--- src/rtl/me_pkg.sv ---
// rtl/me_pkg.sv - shared constants and state type for the motion-estimation search controller
package me_pkg;
  localparam int BLK     = 16;
  localparam int WIN     = 31;
  localparam int AW_R    = 8;
  localparam int AW_S    = 10;
  localparam int CNT_W   = 12;
  localparam int PE_LAT  = 1;
  localparam int CMP_LAT = 1;
  // The last PE sum reaches the comparator this many cycles after the final issue.
  localparam int DRAIN_LEN = PE_LAT + CMP_LAT;

  typedef enum logic [1:0] {IDLE, RUN, DRAIN, DONE} me_state_t;
endpackage

--- src/rtl/me_addr_gen.sv ---
// rtl/me_addr_gen.sv - combinational decode of the search counter into ROM addresses and pass flags
module me_addr_gen
  import me_pkg::*;
(
  input  logic             i_en,
  input  logic [CNT_W-1:0] i_cnt,
  output logic [AW_R-1:0]  o_addr_r,
  output logic [AW_S-1:0]  o_addr_s1,
  output logic [AW_S-1:0]  o_addr_s2,
  output logic             o_first,
  output logic             o_last
);
  localparam int SW = AW_S + 1;

  logic [3:0]  w_vy;
  logic [3:0]  w_r;
  logic [3:0]  w_c;
  logic [SW-1:0] w_row;
  logic [SW-1:0] w_base;

  assign w_vy = i_cnt[11:8];
  assign w_r  = i_cnt[7:4];
  assign w_c  = i_cnt[3:0];

  // Window row holding reference row r at candidate offset vy.
  assign w_row  = SW'(w_vy) + SW'(w_r);
  assign w_base = w_row * SW'(WIN);

  assign o_addr_r  = i_en ? i_cnt[AW_R-1:0] : '0;
  assign o_addr_s1 = i_en ? AW_S'(w_base + SW'(w_c)) : '0;
  assign o_addr_s2 = i_en ? AW_S'(w_base + SW'(w_c) + SW'(BLK - 1)) : '0;
  assign o_first   = i_en && (i_cnt[AW_R-1:0] == '0);
  assign o_last    = i_en && (i_cnt[AW_R-1:0] == '1);
endmodule

--- src/rtl/me_search_ctrl.sv ---
// rtl/me_search_ctrl.sv - full-search sequencer: FSM, pass counter and PE/comparator timing pipeline
module me_search_ctrl
  import me_pkg::*;
(
  input  logic            clock,
  input  logic            reset,
  input  logic            start,
  output logic [AW_R-1:0] AddressR,
  output logic [AW_S-1:0] AddressS1,
  output logic [AW_S-1:0] AddressS2,
  output logic            pe_valid,
  output logic            pe_first,
  output logic            pe_last,
  output logic            cmp_en,
  output logic [3:0]      cmp_vy,
  output logic            busy,
  output logic            completed
);
  me_state_t        r_state;
  me_state_t        w_next;
  logic [CNT_W-1:0] r_cnt;
  logic [1:0]       r_drain;
  logic             w_run;
  logic             w_first;
  logic             w_last;
  logic             r_pe_valid;
  logic             r_pe_first;
  logic             r_pe_last;
  logic [3:0]       r_vy_d1;
  logic             r_cmp_en;
  logic [3:0]       r_cmp_vy;

  assign w_run = (r_state == RUN);

  me_addr_gen u_addr_gen (
    .i_en      (w_run),
    .i_cnt     (r_cnt),
    .o_addr_r  (AddressR),
    .o_addr_s1 (AddressS1),
    .o_addr_s2 (AddressS2),
    .o_first   (w_first),
    .o_last    (w_last)
  );

  always_ff @(posedge clock or posedge reset) begin
    if (reset) begin
      r_state <= IDLE;
      r_cnt   <= '0;
      r_drain <= '0;
    end else begin
      r_state <= w_next;
      r_cnt   <= w_run ? r_cnt + 1'b1 : '0;
      r_drain <= (r_state == DRAIN) ? r_drain + 2'd1 : 2'd0;
    end
  end

  always_comb begin
    w_next = r_state;
    case (r_state)
      IDLE:    if (start) w_next = RUN;
      RUN:     if (r_cnt == '1) w_next = DRAIN;
      DRAIN:   if (r_drain == 2'(DRAIN_LEN - 1)) w_next = DONE;
      DONE:    if (!start) w_next = IDLE;
      default: w_next = IDLE;
    endcase
  end

  // Issue flags follow the ROM read by one cycle, the comparator strobe trails pe_last by one more.
  always_ff @(posedge clock or posedge reset) begin
    if (reset) begin
      r_pe_valid <= 1'b0;
      r_pe_first <= 1'b0;
      r_pe_last  <= 1'b0;
      r_vy_d1    <= '0;
      r_cmp_en   <= 1'b0;
      r_cmp_vy   <= '0;
    end else begin
      r_pe_valid <= w_run;
      r_pe_first <= w_first;
      r_pe_last  <= w_last;
      r_vy_d1    <= w_run ? r_cnt[11:8] : 4'd0;
      r_cmp_en   <= r_pe_valid & r_pe_last;
      r_cmp_vy   <= r_vy_d1;
    end
  end

  assign pe_valid  = r_pe_valid;
  assign pe_first  = r_pe_first;
  assign pe_last   = r_pe_last;
  assign cmp_en    = r_cmp_en;
  assign cmp_vy    = r_cmp_vy;
  assign busy      = (r_state == RUN) || (r_state == DRAIN);
  assign completed = (r_state == DONE);
endmodule

--- config.mk ---
export PLATFORM = sky130hd
export DESIGN_NAME = me_search_ctrl
export DESIGN_NICKNAME = d
export VERILOG_FILES = /design/src/rtl/me_pkg.sv /design/src/rtl/me_addr_gen.sv /design/src/rtl/me_search_ctrl.sv
export SDC_FILE = /design/constraint.sdc
export NUM_CORES = 1
export LEC_CHECK = 0
export ABC_CLOCK_PERIOD_IN_PS = 5500
export CAP_MARGIN = 10
export CORE_ASPECT_RATIO = 0.9
export CORE_MARGIN = 2
export CORE_UTILIZATION = 24
export CTS_BUF_LIST = sky130_fd_sc_hd__clkbuf_4
export CTS_CLUSTER_SIZE = 10
export DETAILED_ROUTE_END_ITERATION = 8
export PLACE_DENSITY = 0.52
export SETUP_SLACK_MARGIN = 0.15
export SYNTH_ARGS = -nofsm -noshare
export SYNTH_HDL_FRONTEND = slang
export SYNTH_SLANG_ARGS = --single-unit
--- constraint.sdc ---
create_clock -name clock -period 5.5 [get_ports clock]
set_input_delay 1.1 -clock clock [delete_from_list [all_inputs] [get_ports clock]]
set_output_delay 1.1 -clock clock [all_outputs]
set_load 0.02 [all_outputs]
* Word-level counts from Yosys, hierarchy flattened
Cells that the tools add are included.
Widths: inputs -> output; s select.
** Storage, ports and cells
- Register bits :: 28
- Bits in latches :: 0
- RAM bits :: 0
- Memory bits (read-only) :: 0
- Input bits :: 3
- Output and inout port bits :: 38
- Memories kept :: 0
** Operators by class
- Add/sub/neg operators :: 5
- Multipliers :: 1
- Div/mod/pow operators :: 0
- $lt $le $gt $ge :: 0
- Equality and inequality tests :: 10
- Shift-type cells :: 0
- Muxes and demuxes :: 11
- Bitwise operators :: 1
- Reduce and logical (&&, ||, !) cells :: 6
** Operator list (number)
- $mux 10 :: 2
- $add 12x1->12 const B :: 1
- $eq 12x12->1 const B :: 1
- $mux 12 :: 1
- $mul 11x5->10 const B :: 1
- $add 10x4->10 :: 1
- $add 10x4->10 const B :: 1
- $mux 2 :: 5
- $eq 8x8->1 const B :: 1
- $logic_not 8->1 :: 1
- $mux 8 :: 1
- $ne 2x2->1 const B :: 4
- $pmux 2 s4 :: 1
- $add 4x4->5 :: 1
- $eq 2x1->1 const B :: 2
- $eq 2x2->1 const B :: 2
- $mux 4 :: 1
- $reduce_and 4->1 :: 1
- $add 2x1->2 const B :: 1
- $logic_and 1x1->1 :: 2
- $logic_not 2->1 :: 1
- $and 1x1->1 :: 1
- $logic_or 1x1->1 :: 1

* Longest topological paths before layout
Gate-level depths: netlist (run 1).
- Depth after elaboration :: 5
- Depth in mapped cells :: 18
- Depth with buffers taken out :: 18

* Modules after synthesis
A second synthesis (run 1) with hierarchy kept.
** Second synthesis, totals
- Cell total of the unflattened synthesis :: 250
- Area total of the unflattened synthesis :: 2404.8 um^2
** By module, submodules not included
- me_addr_gen :: times used 1, cells an instance 161, area an instance 1249.9 um^2
- me_search_ctrl :: times used 1, cells an instance 89, area an instance 1154.9 um^2

* Least setup slack after synthesis (run 1)
Ideal clock, no wire load.
- Kind :: register -> output
- Start :: reg r_cnt[8]
- End :: out AddressS2[7]
- Arrival time :: 4.703 ns
- Required time :: 4.400 ns
- Slack :: -0.303 ns
- Cell stages (with the launch flop) :: 15
- Path through :: dfrtp_1 -> ha_1 -> fa_1 -> xor2_1 -> fa_1 -> fa_1 -> inv_1 -> fa_1 -> inv_1 -> ha_1 -> xor2_1 -> or2b_2 -> o31a_1 -> or3_1 -> a21oi_1
** On the way
- Longest elaborated chain between the ends :: 5
** RTL lines
- from (decl) :: RTL line me_search_ctrl.sv:21 : logic [CNT_W-1:0] r_cnt;
- from (signal assigned) :: RTL line me_search_ctrl.sv:52 : r_cnt <= w_run ? r_cnt + 1'b1 : '0;
- $add 4x4->5 :: RTL line me_addr_gen.sv:26 : assign w_row = SW'(w_vy) + SW'(w_r);
- $mul 11x5->10 :: RTL line me_addr_gen.sv:27 : assign w_base = w_row * SW'(WIN);
- $add 10x4->10 (2 in a row) :: RTL line me_addr_gen.sv:31 : assign o_addr_s2 = i_en ? AW_S'(w_base + SW'(w_c) + SW'(BLK - 1)) : '0;
- $mux 10 :: RTL line me_addr_gen.sv:31
- to (decl) :: RTL line me_search_ctrl.sv:10 : output logic [AW_S-1:0] AddressS2,
Every way passes these cells.

* Final worst setup path (run 1)
Same ends and word-level chain as after synthesis.

==> impl_metrics.csv, run 1 <==
group,metric,value,unit
finish,n_antenna_cell,0,
sta,hold_viol_final,0,
setup_path,timing.rr.end,"pe_first",
logic_synthesis,synth_seq_cells,28,
floorplanning,die_area,0.0107,sq mm
cts,cts_made_buffers,3,
setup_path,crit_slowest_cell,"fa_1",
min_path,holdPathEnd,"cmp_vy[2]",
sta,setup_viol,7,
setup_path,cp.arrival,4740,ps
run_status,status,"finished with violations",
placement,gp_congestion,0.786,
global_route,grt_pass1_vias,1969,
floorplanning,die_x,109,um
sta,fin_crit_sh,106,%
setup_path,crit_path_max_fanout,5,
floorplanning,die-height,98.5,um
finish,drive_above_1_share,33.5,%
global_route,grt_max_degree,34,
sta,max_freq,171,MHz
logic_synthesis,synth-async-reset-ratio,100,%
logic_synthesis,syn_nets,302,
floorplanning,num_rows,34,
setup_path,cp-start-kind,"flop",
setup_path,critical_path_class,"flop to output pin",
routing,vias,2025,
routing,firstDrtPassIters,4,
logic_synthesis,synth_edf_count,0,
routing,via_per_inst,4.29,
setup_path,crit_top_cell,"fa_1",
setup_path,cp_slowest_stage_delay,520,ps
routing,wl_per_cell,11.4,um
logic_synthesis,seq_area_frac_synth,29.4,%
logic_synthesis,synth_cell_type_count,41,
logic_synthesis,synth.cell_area,0.00238,sq mm
power_and_ir_drop,powerDensity,84.6,mW/mm^2
cts,worstSkewPairLatency,320,ps
global_route,antenna_found_initial,0,
placement,portBuffers,40,
sta,grt_setup_unrepaired,"yes",
floorplanning,io_pins,41,
finish,most-common-layout-cells,"buf_4 (52), nor2_1 (32), ha_1 (30)",
logic_synthesis,ys.flop_type,"dfrtp_1",
min_path,hold_start,"r_vy_d1[2]",
cts,ctsHtreeMaxLevel,1,
finish,layout_commonest_cell,"buf_4",
sta,worstMarginPinSlew,1090,ps
logic_synthesis,yosysWarnings,0,
logic_synthesis,syn_area_per_cell,9.34,sq um
sta,hold-worst-slack,367,ps
cts,cts_num_sinks,28,
min_path,hp-class,"flop to flop",
logic_synthesis,syn_inst,255,
job,drv_cap,0,
routing,postRouteAntennaNets,0,
run_status,violations,"setup timing",
cts,cts_tree,"done",
floorplanning,start_util,24.7,%
sta,slew_headroom,27.5,%
finish,num-fill-cells,982,
placement,post-dp-hpwl,4.25,mm
power_and_ir_drop,ir_drop,0.0926,mV
power_and_ir_drop,power,0.000301,W
setup_path,rrSetupSlack,3320,ps
sta,min_period,5840,ps
finish,nets,394,
setup_path,rr_worst_depth,4,
setup_path,end_kind,"output pin",
floorplanning,fp.coreArea,0.00966,sq mm
setup_path,path_delay_family,"adder cells",
routing,wirelength,5.38,mm
finish,syn2layout_area_growth,49.2,%
power_and_ir_drop,total_leakage_power,1.73,nW
cts,clockBufferDepth,2,
routing,drt_iter0_markers,48,
routing,drcViolationCount,0,
cts,clockRootBuffer,"clkbuf_4",
setup_path,r2r_start,"r_state[1]",
sta,slew_viol_final,0,
global_route,gr-total-overflow,0,
sta,fin_skew,1.15,ps
sta,finalWorstSetupSlack,-341,ps
global_route,grt_pass1_wl,9.03,mm
cts,cts.clk_slew.worst_paths,150,ps
setup_path,path_cells,"ha_2 > fa_2 > xor2_4 > fa_1 > fa_1 > inv_2 > fa_1 > inv_2 > ha_4 > xor2_4 > or2b_4 > o31a_1 > or3_4 > a21oi_4 > buf_6",
setup_path,critPathBufInv,3,
global_route,gr-usage-all-layers,10.4,%
min_path,hold_depth,0,
setup_path,worstPathRequired,4400,ps
cts,hold_buffers,0,
[Yosys cell counts (2+ instances only)]
master	count	share of area, %
a21oi_1	13	2.7
or3_1	4	1.1
nand2_1	14	2.2
nand4_1	5	1.3
or2_2	2	0.53
nor2_1	34	5.4
mux2i_1	2	0.84
nand2b_1	3	0.79
xnor2_1	8	2.9
ha_1	35	18
nor4_1	2	0.53
o21ai_0	5	1.1
clkbuf_1	3	0.47
nor2b_1	4	1.1
and2_1	16	4.2
fa_1	9	7.6
inv_1	24	3.8
dfrtp_1	28	29
nor2_2	2	0.53
a21o_1	4	1.3
xor2_1	15	5.5
nand3_1	4	0.84
[timing repair]
action,4_1_cts,5_1_grt
resized for setup,69,21
setup endpoints to repair,14,13
pin swaps,15,13
buffers inserted,4,3
[sequential cells by signal (all words and copies together), names as in the netlist]
| name | flops |
|---|---|
| cmp_en | 1 |
| cmp_vy | 4 |
| pe_first | 1 |
| pe_last | 1 |
| pe_valid | 1 |
| r_cnt | 12 |
| r_drain | 2 |
| r_state | 2 |
| r_vy_d1 | 4 |
[how the worst max path moves through the flow]
stage             start            to  slack [ps]  cells past startpoint
2_1_floorplan  r_cnt[8]  AddressS2[7]         130                     16
3_3_place_gp   r_cnt[5]  AddressS2[7]        -470                     18
3_5_place_dp   r_cnt[8]  AddressS2[7]        -480                     16
4_1_cts        r_cnt[8]  AddressS2[7]        -380                     15
5_1_grt        r_cnt[8]  AddressS2[7]        -530                     16
6_report       r_cnt[8]  AddressS2[7]        -340                     15
[worst reg2reg max path: stages (launching register included)]
cell     delay (ps)
dfrtp_1         440
inv_1            90
ha_1            450
inv_1           600
nor4_1          490
[through the flow]
step / setup TNS [ps] / area, sq um / util [%] / instances / worst slack, ps
final: -1070 / 3550 / 36.8 / 472 / -341
after global routing: -3200 / 3550 / 36.8 / 472 / -531
after CTS: -1600 / 3450 / 35.7 / 468 / -376
after detailed placement: -2210 / 3360 / 34.8 / 460 / -485
after global placement: -1930 / 3360 / 34.8 / 460 / -467
after floorplan: 0 / 2500 / - / 255 / 133
[cell families (layout without fill, tap and decap cells)]
kind of cell               count (synthesis)  in the layout  share of synthesized area [%]
adders and majority gates                 44             44                           26.0
DFF                                       28             28                           29.4
muxes                                      4              4                           1.94
xor gates and xnor gates                  24             24                           9.14
buffers and inverters                     29            120                           5.04
and+or+nand+nor                           99             99                           21.3
AOI/OAI and AO/OA                         27             27                           7.20
[area by class of cell]
class                   count  area, sq um  area share, %
flip-flops and latches     28          701           19.7
multi-input cells         198         1790           50.3
well taps                 126          158           4.44
clock inverters             1         3.75          0.106
inverters                  24         90.1           2.54
repair buffers             92          791           22.3
clock buffers               3         22.5          0.634
[power breakdown]
part / switching (W) / internal (W)
sequential: 0 / 0.000206
combinational: 0.00000458 / 0.00000335
clock: 0.0000601 / 0.0000266
[routing by layer]
| metal | global-route usage (%) | wire length (um) |
|---|---|---|
| met1 | 14.9 | 2730 |
| met2 | 15.8 | 2320 |
| met3 | 3.04 | 301 |
| met4 | 1.48 | 23 |
| met5 | 0 | 0 |
No activity file was read; power rests on OpenSTA's default activity.
==> run 2: changes to the inputs <==
- REMOVE_ABC_BUFFERS: unset -> 1
- SLEW_MARGIN: unset -> 10
==> run 2 against run 1 <==
  * The flow still finishes with violations (setup timing)
  * Count of clock-buffer cells in the layout did not move
  * Setup slack got worse by 55 ps
  * Non-clock buffer count up 1
  * Final cell count up 0.21%
  * Via count is 2.3% lower
  * Global-route usage is 0.19 points lower
  * Final area grew 1.3%
  * Die area unchanged
  * Register-to-register slack better by 20 ps
  * Sequential power hardly changed
  * Utilization increased by 0.47 points
==> impl_metrics.csv, run 2 (synthesis gave the netlist of run 1 again) <==
group,metric,value,unit
run_status,status,"finished with violations",
run_status,violations,"setup timing",
power_and_ir_drop,p_switching,0.0000646,W
job,drv_cap,0,
routing,firstDrtPassIters,4,
setup_path,crit_slowest_cell,"fa_1",
routing,drcViolationCount,0,
sta,slew_headroom,29.4,%
finish,most-common-layout-cells,"buf_4 (57), nor2_1 (31), dfrtp_1 (28)",
placement,post-dp-hpwl,4.03,mm
floorplanning,die_x,109,um
power_and_ir_drop,combinationalPowerShare,1.8,%
sta,min_period,5900,ps
sta,fin_crit_sh,107,%
floorplanning,fp.coreArea,0.00966,sq mm
setup_path,cp_slowest_stage_delay,520,ps
setup_path,cp.arrival,4800,ps
global_route,antenna_found_initial,0,
setup_path,critical_path_class,"flop to output pin",
setup_path,end_kind,"output pin",
finish,nets,395,
placement,place_inst,459,
routing,via_per_inst,4.18,
sta,slew_viol_final,0,
placement,portBuffers,40,
global_route,grt_pass1_wl,9.14,mm
cts,cts_num_sinks,28,
setup_path,rrSetupSlack,3340,ps
min_path,hp-class,"flop to flop",
routing,drt_iter0_markers,17,
sta,finalWorstSetupSlack,-396,ps
finish,largest_register_ffs,12,
routing,postRouteAntennaNets,0,
cts,cts_tree,"done",
floorplanning,start_util,24.7,%
setup_path,cp-start-kind,"flop",
sta,worstMarginPinSlew,1060,ps
finish,syn2layout_area_growth,51.1,%
finish,final_core_util,37.3,%
global_route,grt_pass1_vias,2024,
routing,wirelength,5.39,mm
global_route,gr-usage-all-layers,10.2,%
finish,multi_input_comb_area,0.00185,sq mm
cts,hold_buffers,0,
floorplanning,io_pins,41,
floorplanning,die_area,0.0107,sq mm
setup_path,crit_top_cell,"fa_1",
power_and_ir_drop,pwr-share-clk,29.2,%
floorplanning,num_rows,34,
setup_path,worstPathRequired,4400,ps
power_and_ir_drop,p_seq_share,69.0,%
placement,gp_congestion,0.749,
cts,cts_made_buffers,3,
sta,setup_viol,8,
finish,regMostFlops,"r_cnt",
power_and_ir_drop,powerDensity,83.0,mW/mm^2
global_route,grt_max_degree,34,
finish,final_cells,473,
floorplanning,die-height,98.5,um
power_and_ir_drop,total_leakage_power,1.71,nW
cts,clockRootBuffer,"clkbuf_4",
sta,hold_viol_final,0,
sta,fin_skew,5.20,ps
cts,worstSkewPairLatency,330,ps
cts,cts.clk_slew.worst_paths,150,ps
setup_path,path_cells,"ha_2 > fa_2 > xor2_4 > fa_1 > fa_1 > inv_1 > fa_1 > inv_2 > ha_4 > a21oi_2 > and2_4 > xor2_4 > o31a_1 > or3_1 > a21oi_1 > buf_4",
finish,num-fill-cells,961,
sta,max_freq,170,MHz
routing,vias,1978,
power_and_ir_drop,ir_drop,0.0822,mV
finish,n_antenna_cell,0,
global_route,gr-total-overflow,0,
finish,drive_above_1_share,33.7,%
setup_path,crit_path_max_fanout,4,
power_and_ir_drop,switching_share,21.6,%
sta,grt_setup_unrepaired,"yes",
finish,layout_commonest_cell,"buf_4",
cts,clockBufferDepth,2,
power_and_ir_drop,p_int,0.000234,W
finish,seqCellArea,701,sq um
routing,wl_per_cell,11.4,um
cts,ctsHtreeMaxLevel,1,
==> run 2: final timing paths <==
| check | startpoint | endpoint | depth (start not counted) |
|---|---|---|---|
| min | r_vy_d1[3] | cmp_vy[3] | 0 |
| max | r_cnt[4] | AddressS2[7] | 16 |
| max reg2reg | r_state[1] | pe_first | 4 |
| min reg2reg | r_vy_d1[3] | cmp_vy[3] | 0 |
| min in group asynchronous | reset | cmp_vy[0] | 2 |
| max in group asynchronous | reset | pe_first | 2 |
==> run 2: final cells by class <==
| cell class | instances | area share (%) |
|---|---|---|
| Multi-Input combinational cell | 198 | 51.4 |
| Sequential cell | 28 | 19.5 |
| Inverter | 24 | 2.50 |
| Timing Repair Buffer | 93 | 21.5 |
| Clock buffer | 3 | 0.626 |
| Tap cell | 126 | 4.38 |
| Clock inverter | 1 | 0.104 |
==> run 2: timing repair <==
item | 4_1_cts | 5_1_grt
gates resized for setup | 81 | 33
buffers inserted | 4 | 6
pin swaps | 14 | 25
setup endpoints to repair | 15 | 14
==> run 2: critical path: cells and delay by family, from the launching register on <==
family / cells / cell delay, ps
buf+inv: 3 / 270
xor+xnor: 2 / 310
flops: 1 / 430
compound gates: 3 / 600
simple gates: 2 / 500
fa+ha+maj: 6 / 2360
==> run 2: power groups by stage <==
stage	combinational, W	sequential (W)	clock [W]
6_report	0.00000540	0.000206	0.0000872
5_1_grt	0.00000635	0.000206	0.0000984
4_1_cts	0.00000585	0.000206	0.0000912
3_5_place_dp	0.00000586	0.000210	0
3_3_place_gp	0.00000581	0.000210	0
2_1_floorplan	0.00000316	0.000210	0
==> run 2: metrics by stage <==
stage	power (W)	area, sq um	TNS (ps)	worst slack [ps]	hold slack, ps
final	0.000299	3600	-1850	-396	367
after global routing	0.000311	3600	-3680	-578	380
after CTS	0.000303	3390	-1850	-403	369
after detailed placement	0.000216	3230	-6220	-846	335
after global placement	0.000216	3230	-6170	-813	333
after floorplan	0.000213	2350	-512	-303	331
==> run 2: metal layers <==
layer / part of all wire [%] / GRT usage [%] / up-vias
met1: 50 / 14.6 / 932
met3: 2.5 / 2.05 / 6
met2: 46 / 16.2 / 19
met4: 0.85 / 1.28 / 0
li1: - / - / 1021
met5: 0 / 0 / -
==> run 3: changes to the inputs <==
- CELL_PAD_IN_SITES_DETAIL_PLACEMENT: unset -> 1
- CELL_PAD_IN_SITES_GLOBAL_PLACEMENT: unset -> 1
- PLACE_DENSITY: 0.52 -> 0.62
==> run 3 against run 2 <==
  * The run still ends with setup timing left
  * Final area increased by 2.3%
  * Sequential cell count did not move
  * Fmax decreased by 0.87%
  * Routed wire length rose by 21%
  * Via count increased by 7.5%
  * Worst hold slack improved by 2.1 ps
  * Clock power rose by 58%
==> impl_metrics.csv, run 3 (synthesis gave the netlist of run 1 again) <==
group,metric,value,unit
run_status,status,"finished with violations",
run_status,violations,"setup timing",
placement,portBuffers,40,
setup_path,worstPathRequired,4400,ps
sta,worstMarginPinSlew,1080,ps
finish,num-fill-cells,1108,
power_and_ir_drop,power,0.000352,W
global_route,grt_max_degree,34,
finish,regMostFlops,"r_cnt",
setup_path,path_cells,"buf_4 > fa_2 > xor2_4 > fa_1 > fa_1 > inv_2 > fa_1 > inv_2 > ha_4 > a21oi_4 > and2_4 > xor2_4 > o31a_1 > or3_1 > a21oi_2 > buf_6",
setup_path,cp-start-kind,"flop",
finish,layout_commonest_cell,"buf_4",
finish,syn2layout_area_growth,54.5,%
sta,finalSetupTns,-1900,ps
sta,fin_crit_sh,108,%
cts,cts_tree,"done",
finish,multi_input_comb_area,0.00182,sq mm
setup_path,critPathBufInv,4,
global_route,grt_pass1_wl,10.7,mm
finish,final_core_util,38.1,%
setup_path,cp.arrival,4850,ps
sta,setup_viol,9,
cts,hold_buffers,0,
cts,cts_num_sinks,28,
sta,hold_viol_final,0,
sta,min_period,5950,ps
cts,cts_made_buffers,3,
routing,postRouteAntennaNets,0,
routing,vias,2127,
routing,drcViolationCount,0,
global_route,antenna_found_initial,0,
job,drv_cap,0,
power_and_ir_drop,total_leakage_power,1.79,nW
setup_path,critical_path_class,"flop to output pin",
cts,clockRootBuffer,"clkbuf_4",
sta,fin_skew,2.98,ps
setup_path,crit_slowest_cell,"fa_1",
finish,drive_above_1_share,34.9,%
sta,slew_headroom,27.9,%
sta,slew_viol_final,0,
finish,n_antenna_cell,0,
power_and_ir_drop,powerDensity,95.7,mW/mm^2
floorplanning,io_pins,41,
sta,finalWorstSetupSlack,-448,ps
placement,gp_congestion,0.753,
setup_path,end_kind,"output pin",
global_route,gr-usage-all-layers,12.0,%
min_path,hp-class,"flop to flop",
cts,ctsHtreeMaxLevel,1,
global_route,grt_pass1_vias,2243,
floorplanning,start_util,24.7,%
floorplanning,die_area,0.0107,sq mm
routing,drt_iter0_markers,42,
power_and_ir_drop,ir_drop,0.0838,mV
placement,post-dp-hpwl,4.70,mm
cts,cts.clk_slew.worst_paths,160,ps
routing,wl_per_cell,13.6,um
sta,grt_setup_unrepaired,"yes",
cts,clockBufferDepth,2,
floorplanning,num_rows,34,
finish,largest_register_ffs,12,
setup_path,cp_slowest_stage_delay,530,ps
global_route,gr-total-overflow,0,
floorplanning,die-height,98.5,um
routing,via_per_inst,4.42,
floorplanning,die_x,109,um
setup_path,path_delay_family,"adder cells",
cts,worstSkewPairLatency,330,ps
routing,wirelength,6.54,mm
finish,nets,403,
finish,most-common-layout-cells,"buf_4 (62), nor2_1 (31), ha_1 (29)",
placement,placed_area,0.00325,sq mm
setup_path,crit_top_cell,"fa_1",
floorplanning,fp.coreArea,0.00966,sq mm
finish,seqCellArea,701,sq um
routing,firstDrtPassIters,4,
finish,fin_area,0.00368,sq mm
sta,max_freq,168,MHz
setup_path,crit_path_max_fanout,4,
## run 3: changes by cell type in the layout (fill, tap and decap cells not counted), moves of 2 or more
cell / previous run / this run
buf_2: 3 / 5
ha_1: 25 / 29
ha_4: 7 / 5
buf_4: 57 / 62
ha_2: 3 / 1
## run 3: power by group
group	switching, W	internal, W	leakage (nW)	total [W]
sequential	0	0.000206	0.366	0.000206
combinational	0.00000479	0.00000335	1.40	0.00000814
clock	0.0000642	0.0000738	0.0279	0.000138
## run 3: through the flow
| stage | setup WS, ps | instances | hold slack, ps |
|---|---|---|---|
| after detailed placement | -841 | 462 | 336 |
| after CTS | -472 | 471 | 372 |
| after floorplan | -303 | 250 | 331 |
| after global placement | -743 | 462 | 333 |
| after global routing | -625 | 481 | 380 |
| final | -448 | 481 | 369 |
## run 3: repair_timing
| action | 4_1_cts | 5_1_grt |
|---|---|---|
| pin swaps | 12 | 22 |
| setup endpoints to repair | 15 | 14 |
| buffers inserted | 5 | 9 |
| gates resized for setup | 87 | 27 |
| hold endpoints to repair | 0 | 0 |
## run 3: worst paths after layout
check | start | to | slack [ps] | cells after the start
max | r_cnt[5] | AddressS2[7] | -450 | 16
min | r_vy_d1[3] | cmp_vy[3] | 370 | 0
max reg2reg | r_cnt[4] | r_state[1] | 3500 | 8
min reg2reg | r_vy_d1[3] | cmp_vy[3] | 370 | 0
max in group asynchronous | reset | r_cnt[9] | 4000 | 3
min in group asynchronous | reset | cmp_vy[0] | 1050 | 2
## run 3: final cells by class
| cell class | count | area share [%] |
|---|---|---|
| multi-input cells | 198 | 49.6 |
| repair buffers | 101 | 23.2 |
| flip-flops and latches | 28 | 19.0 |
| well taps | 126 | 4.28 |
| inverters | 24 | 2.45 |
| clock inverters | 1 | 0.816 |
| clock buffers | 3 | 0.612 |
## run 3: metal layers
layer | routed length, um | global-route usage [%] | vias to the layer above | share of wire, %
met2 | 3280 | 20.2 | 24 | 50
li1 | - | - | 1038 | -
met4 | 23 | 1.28 | 0 | 0.35
met5 | 0 | 0 | - | 0
met3 | 139 | 1.98 | 2 | 2.1
met1 | 3090 | 16.8 | 1063 | 47
